===== config.mk =====
export PLATFORM = sky130hd
export DESIGN_NAME = sar_value_finder_flat
export DESIGN_NICKNAME = d
export VERILOG_FILES = /design/src/rtl/sar_value_finder_if.sv /design/src/rtl/sar_value_finder.sv /design/src/flat_wrapper.sv
export SDC_FILE = /design/constraint.sdc
export NUM_CORES = 1
export LEC_CHECK = 0
export CORE_MARGIN = 2
export CORE_UTILIZATION = 30
export CTS_CLUSTER_SIZE = 8
export DETAILED_ROUTE_END_ITERATION = 10
export SYNTH_ARGS = -nofsm -noshare
export SYNTH_HDL_FRONTEND = slang
export SYNTH_SLANG_ARGS = --single-unit

===== constraint.sdc =====
create_clock -name clk -period 2.21 [get_ports clk]
set_clock_uncertainty 0.15 [all_clocks]
set_input_delay 0.5525 -clock clk [delete_from_list [all_inputs] [get_ports clk]]
set_output_delay 0.5525 -clock clk [all_outputs]
set_load 0.03 [all_outputs]

===== src/rtl/sar_value_finder_if.sv =====
// Bus between the SAR value finder and its 4-bit comparator neighbour.
// The master side owns the request and comparator flags; the slave side is the finder.
interface sar_value_finder_if #(
   parameter int WIDTH = 4
);
   logic             start;
   logic             ageqb;
   logic             aeqb;
   logic [WIDTH-1:0] probe;
   logic             busy;
   logic             done;
   logic [WIDTH-1:0] result;
   logic             exact;

   modport master (
      output start, ageqb, aeqb,
      input  probe, busy, done, result, exact
   );

   modport slave (
      input  start, ageqb, aeqb,
      output probe, busy, done, result, exact
   );
endinterface


===== src/rtl/sar_value_finder.sv =====
// Recovers the comparator's A operand by successive approximation on its B input,
// then confirms the final guess with one equality check before publishing it.
module sar_value_finder #(
   parameter int WIDTH = 4
) (
   input logic              clk,
   input logic              rst,
   sar_value_finder_if.slave bus
);
   localparam int IDX_W = (WIDTH > 1) ? $clog2(WIDTH) : 1;

   typedef enum logic [1:0] {IDLE, SEARCH, VERIFY, DONE} state_t;

   state_t           state_q;
   logic [WIDTH-1:0] acc_q;
   logic [IDX_W-1:0] bit_idx_q;
   logic [WIDTH-1:0] result_q;
   logic             exact_q;
   logic             busy_q;
   logic             done_q;

   logic [WIDTH-1:0] trial_d;
   logic [WIDTH-1:0] probe_d;

   // The comparator is combinational, so the trial value must be on B within the same cycle.
   always_comb begin
      trial_d = acc_q | (WIDTH'(1) << bit_idx_q);
      probe_d = '0;
      case (state_q)
         SEARCH:  probe_d = trial_d;
         VERIFY:  probe_d = acc_q;
         default: probe_d = '0;
      endcase
   end

   always_ff @(posedge clk) begin
      if (rst) begin
         state_q   <= IDLE;
         acc_q     <= '0;
         bit_idx_q <= IDX_W'(WIDTH - 1);
         result_q  <= '0;
         exact_q   <= 1'b0;
         busy_q    <= 1'b0;
         done_q    <= 1'b0;
      end else begin
         case (state_q)
            IDLE: begin
               done_q <= 1'b0;
               if (bus.start) begin
                  acc_q     <= '0;
                  bit_idx_q <= IDX_W'(WIDTH - 1);
                  busy_q    <= 1'b1;
                  state_q   <= SEARCH;
               end
            end
            SEARCH: begin
               if (bus.ageqb) begin
                  acc_q <= trial_d;
               end
               if (bit_idx_q == '0) begin
                  state_q <= VERIFY;
               end else begin
                  bit_idx_q <= bit_idx_q - 1'b1;
               end
            end
            VERIFY: begin
               result_q <= acc_q;
               exact_q  <= bus.aeqb;
               busy_q   <= 1'b0;
               done_q   <= 1'b1;
               state_q  <= DONE;
            end
            DONE: begin
               done_q  <= 1'b0;
               state_q <= IDLE;
            end
            default: begin
               busy_q  <= 1'b0;
               done_q  <= 1'b0;
               state_q <= IDLE;
            end
         endcase
      end
   end

   assign bus.probe  = probe_d;
   assign bus.busy   = busy_q;
   assign bus.done   = done_q;
   assign bus.result = result_q;
   assign bus.exact  = exact_q;
endmodule


===== src/flat_wrapper.sv =====
// flat-port wrapper written by rule: the top's interface ports become plain ports
module sar_value_finder_flat 
#(
   parameter int WIDTH = 4
)
  (clk, rst, bus_start, bus_ageqb, bus_aeqb, bus_probe, bus_busy, bus_done, bus_result, bus_exact);
  sar_value_finder_if #(.WIDTH(WIDTH)) bus_i ();
  input logic clk;
  input logic rst;
  input wire logic [$bits(bus_i.start)-1:0] bus_start;
  input wire logic [$bits(bus_i.ageqb)-1:0] bus_ageqb;
  input wire logic [$bits(bus_i.aeqb)-1:0] bus_aeqb;
  output wire logic [$bits(bus_i.probe)-1:0] bus_probe;
  output wire logic [$bits(bus_i.busy)-1:0] bus_busy;
  output wire logic [$bits(bus_i.done)-1:0] bus_done;
  output wire logic [$bits(bus_i.result)-1:0] bus_result;
  output wire logic [$bits(bus_i.exact)-1:0] bus_exact;
  assign bus_i.start = bus_start;
  assign bus_i.ageqb = bus_ageqb;
  assign bus_i.aeqb = bus_aeqb;
  assign bus_probe = bus_i.probe;
  assign bus_busy = bus_i.busy;
  assign bus_done = bus_i.done;
  assign bus_result = bus_i.result;
  assign bus_exact = bus_i.exact;
  sar_value_finder #(.WIDTH(WIDTH)) u_core (.clk(clk), .rst(rst), .bus(bus_i));
endmodule

==> flow_summary.toml <==
[outcome]
outcome = "finished, final reports clean"

[critical_path]
worstRegToRegCells = 4
criticalPathCategory = "reg2out"
critPathTopFamily = "flip-flops"
cp_data_arrival_time_ns = 1.41
critPathBufInv = 2
path_cells = "inv_2, ha_4, o21ai_0, a21boi_1, buf_4"
critPathMaxFanout = 13
cp-start-kind = "flip-flop"
cp.depth = 5
cp_slowest_stage_delay_ns = 0.34
end_kind = "output port"
critPathSlowestCell = "dfxtp_2"
r2r_slack_ns = 0.69
crit_required_ns = 1.51

[floorplanning]
core_area_um2 = 2500
start_util_pct = 31.73
rows = 18
io_pins = 16
die_h_um = 55.42
die_area_um2 = 3071
die_w_um = 55.42

[grt]
gr-total-overflow = 0
grt_pass1_vias = 603
grt_usage_pct = 11.02
antenna_found_initial = 0
grt_max_degree = 14
grt_pass1_wl_um = 2677

[yosys]
netlist_area_um2 = 793.3
ys_seq_elements = 15
synth-warning-count = 0
yosysTopAreaCell = "dfxtp_1"
synthDominantCellAreaShare_pct = 37.85
netlist_instances = 86
synth_area_per_cell_um2 = 9.224
synth_cell_types = 23
yosysSeqAreaShare_pct = 37.85
synth.area.top_cells = "dfxtp_1, ha_1, mux2i_1, nor2_1, a21boi_0"
syn_nets = 100

[timing]
tightest_slew_ns = 0.3115
period_share_pct = 95.78
finalSetupViolCount = 0
finalCriticalPeriod_ns = 2.117
slew_violations = 0
maxSlewHeadroom_pct = 79.19
max_freq_ghz = 0.4724
setup-tns-final_ns = 0
hold_violations = 0
rsz0062_at_grt = "false"

[drt]
drt-wirelength-per-cell_um = 12.39
dr.pass1.iters = 4
dr.first_iter.drc_count = 13
routed_via_density = 4.919
ant_nets = 0
drc = 0
routed_wl_um = 1673
vias = 664

[pwr]
ir_drop_uv = 548.4
p_per_area_nw_per_um2 = 1126
power_leakage_nw = 0.3996

[clock_tree]
cts.htree.levels = 1
root_buffer = "clkbuf_4"
clkTransAtPathRegs_ns = 0.09
cts_tree = "yes"
max-clock-path-buffers = 2
cts_sinks = 15
numCtsBuffers = 3
clk_latency_ns = 0.28

[placed_design]
gp_congestion = 0.7808
numPortBuffers = 15
dp_hpwl_um = 1233

[cells_and_area]
drive_gt1_share_pct = 20.00
final_nets = 120
antenna_cells = 0
area_growth_pct = 32.49
utilization_pct = 42.04
final_cell_mix = "dfxtp_1, nor2_1, clkdlybuf4s50_1"
final_common_cell = "dfxtp_1"
n_fill_cell = 244

[flow_run]
drv_cap = 0

[worst_hold_path]
holdPathStages = 2
min_path_type = "reg2reg"
[worst reg2reg max path, delay by kind of cell, from the launching register on]
| family | cells | cell delay (ns) |
|---|---|---|
| adder cells (fa/ha/maj) | 1 | 0.17 |
| buffers and inverters | 1 | 0.09 |
| multiplexers | 1 | 0.34 |
| flip-flops | 1 | 0.37 |
| AO/OA/AOI/OAI | 1 | 0.29 |
[worst paths after layout]
path	start	to
max	u_core.state_q[1]$_SDFFE_PP0P_	bus_probe[1]
min reg2reg	u_core.bus.result[1]$_SDFFE_PP0N_	u_core.bus.result[1]$_SDFFE_PP0N_
max reg2reg	u_core.state_q[0]$_SDFFE_PP0P_	u_core.bit_idx_q[0]$_SDFFE_PP1P_
min	u_core.bus.result[1]$_SDFFE_PP0N_	u_core.bus.result[1]$_SDFFE_PP0N_
[metal layers]
layer,track usage [%],up-vias,wire (um)
met5,0,-,0
met4,5.226,0,27
met3,2.810,4,63
met2,17.52,14,834
met1,13.84,311,747
li1,-,335,-
[stage by stage]
stage	setup WS [ns]	cell area, um2	hold WS, ns	power (mW)	instances
after detailed placement	0.1404	972.2	0.3388	0.9426	130
final	0.09319	1051	0.3534	1.184	135
after floorplan	0.1332	793.3	0.3020	0.7921	86
after global routing	0.004064	1051	0.3819	1.270	135
after global placement	0.2148	972.2	0.3202	0.9347	130
after CTS	0.01865	1027	0.3618	1.161	134
[power breakdown]
group | switching, mW | internal [mW]
Sequential | 0.0506 | 0.334
Clock | 0.0855 | 0.0700
Combinational | 0.341 | 0.303
[synthesized netlist by cell type]
cell type	number
mux2_2	1
a211oi_2	1
o21ai_0	4
a21boi_0	4
nand2_1	5
mux2i_1	6
ha_1	9
a21o_1	1
dfxtp_1	15
a211oi_1	1
clkbuf_1	1
a31oi_1	4
nor2b_1	3
o32a_1	2
buf_2	2
a21oi_1	3
nand3_1	1
nor2_1	12
a22oi_1	1
nand2b_1	4
o21bai_1	1
mux2_4	1
inv_1	4
[sequential cells by signal, summed over array words and instances (netlist names)]
| register | cells |
|---|---|
| u_core.state_q | 2 |
| u_core.bit_idx_q | 2 |
| u_core.bus.done | 1 |
| u_core.acc_q | 4 |
| u_core.bus.result | 4 |
| u_core.bus.busy | 1 |
| u_core.bus.exact | 1 |
[final cells by class]
type	instances	area, um2	area share [%]
Multi-Input combinational cell	64	504.2	47.98
Sequential cell	15	305.3	29.05
Timing Repair Buffer	18	162.7	15.48
Tap cell	30	37.54	3.571
Clock buffer	4	26.28	2.500
Inverter	4	15.01	1.429
[cells by family (layout without fill, tap and decap cells)]
kind of cell	after synthesis	in the layout	share of synthesized area, %
adders and majority gates	9	9	14.20
muxes	8	8	10.88
buffers and inverters	7	26	3.627
and+or+nand+nor	25	25	14.19
DFF	15	15	37.86
AOI/OAI and AO/OA	22	22	19.24
[repair_timing]
item,CTS,global route
setup endpoints to repair,4,4
gates resized for setup,6,5
pin swaps,0,0
hold buffers,0,0
buffers inserted,0,1
No activity file was read; power rests on OpenSTA's default activity.
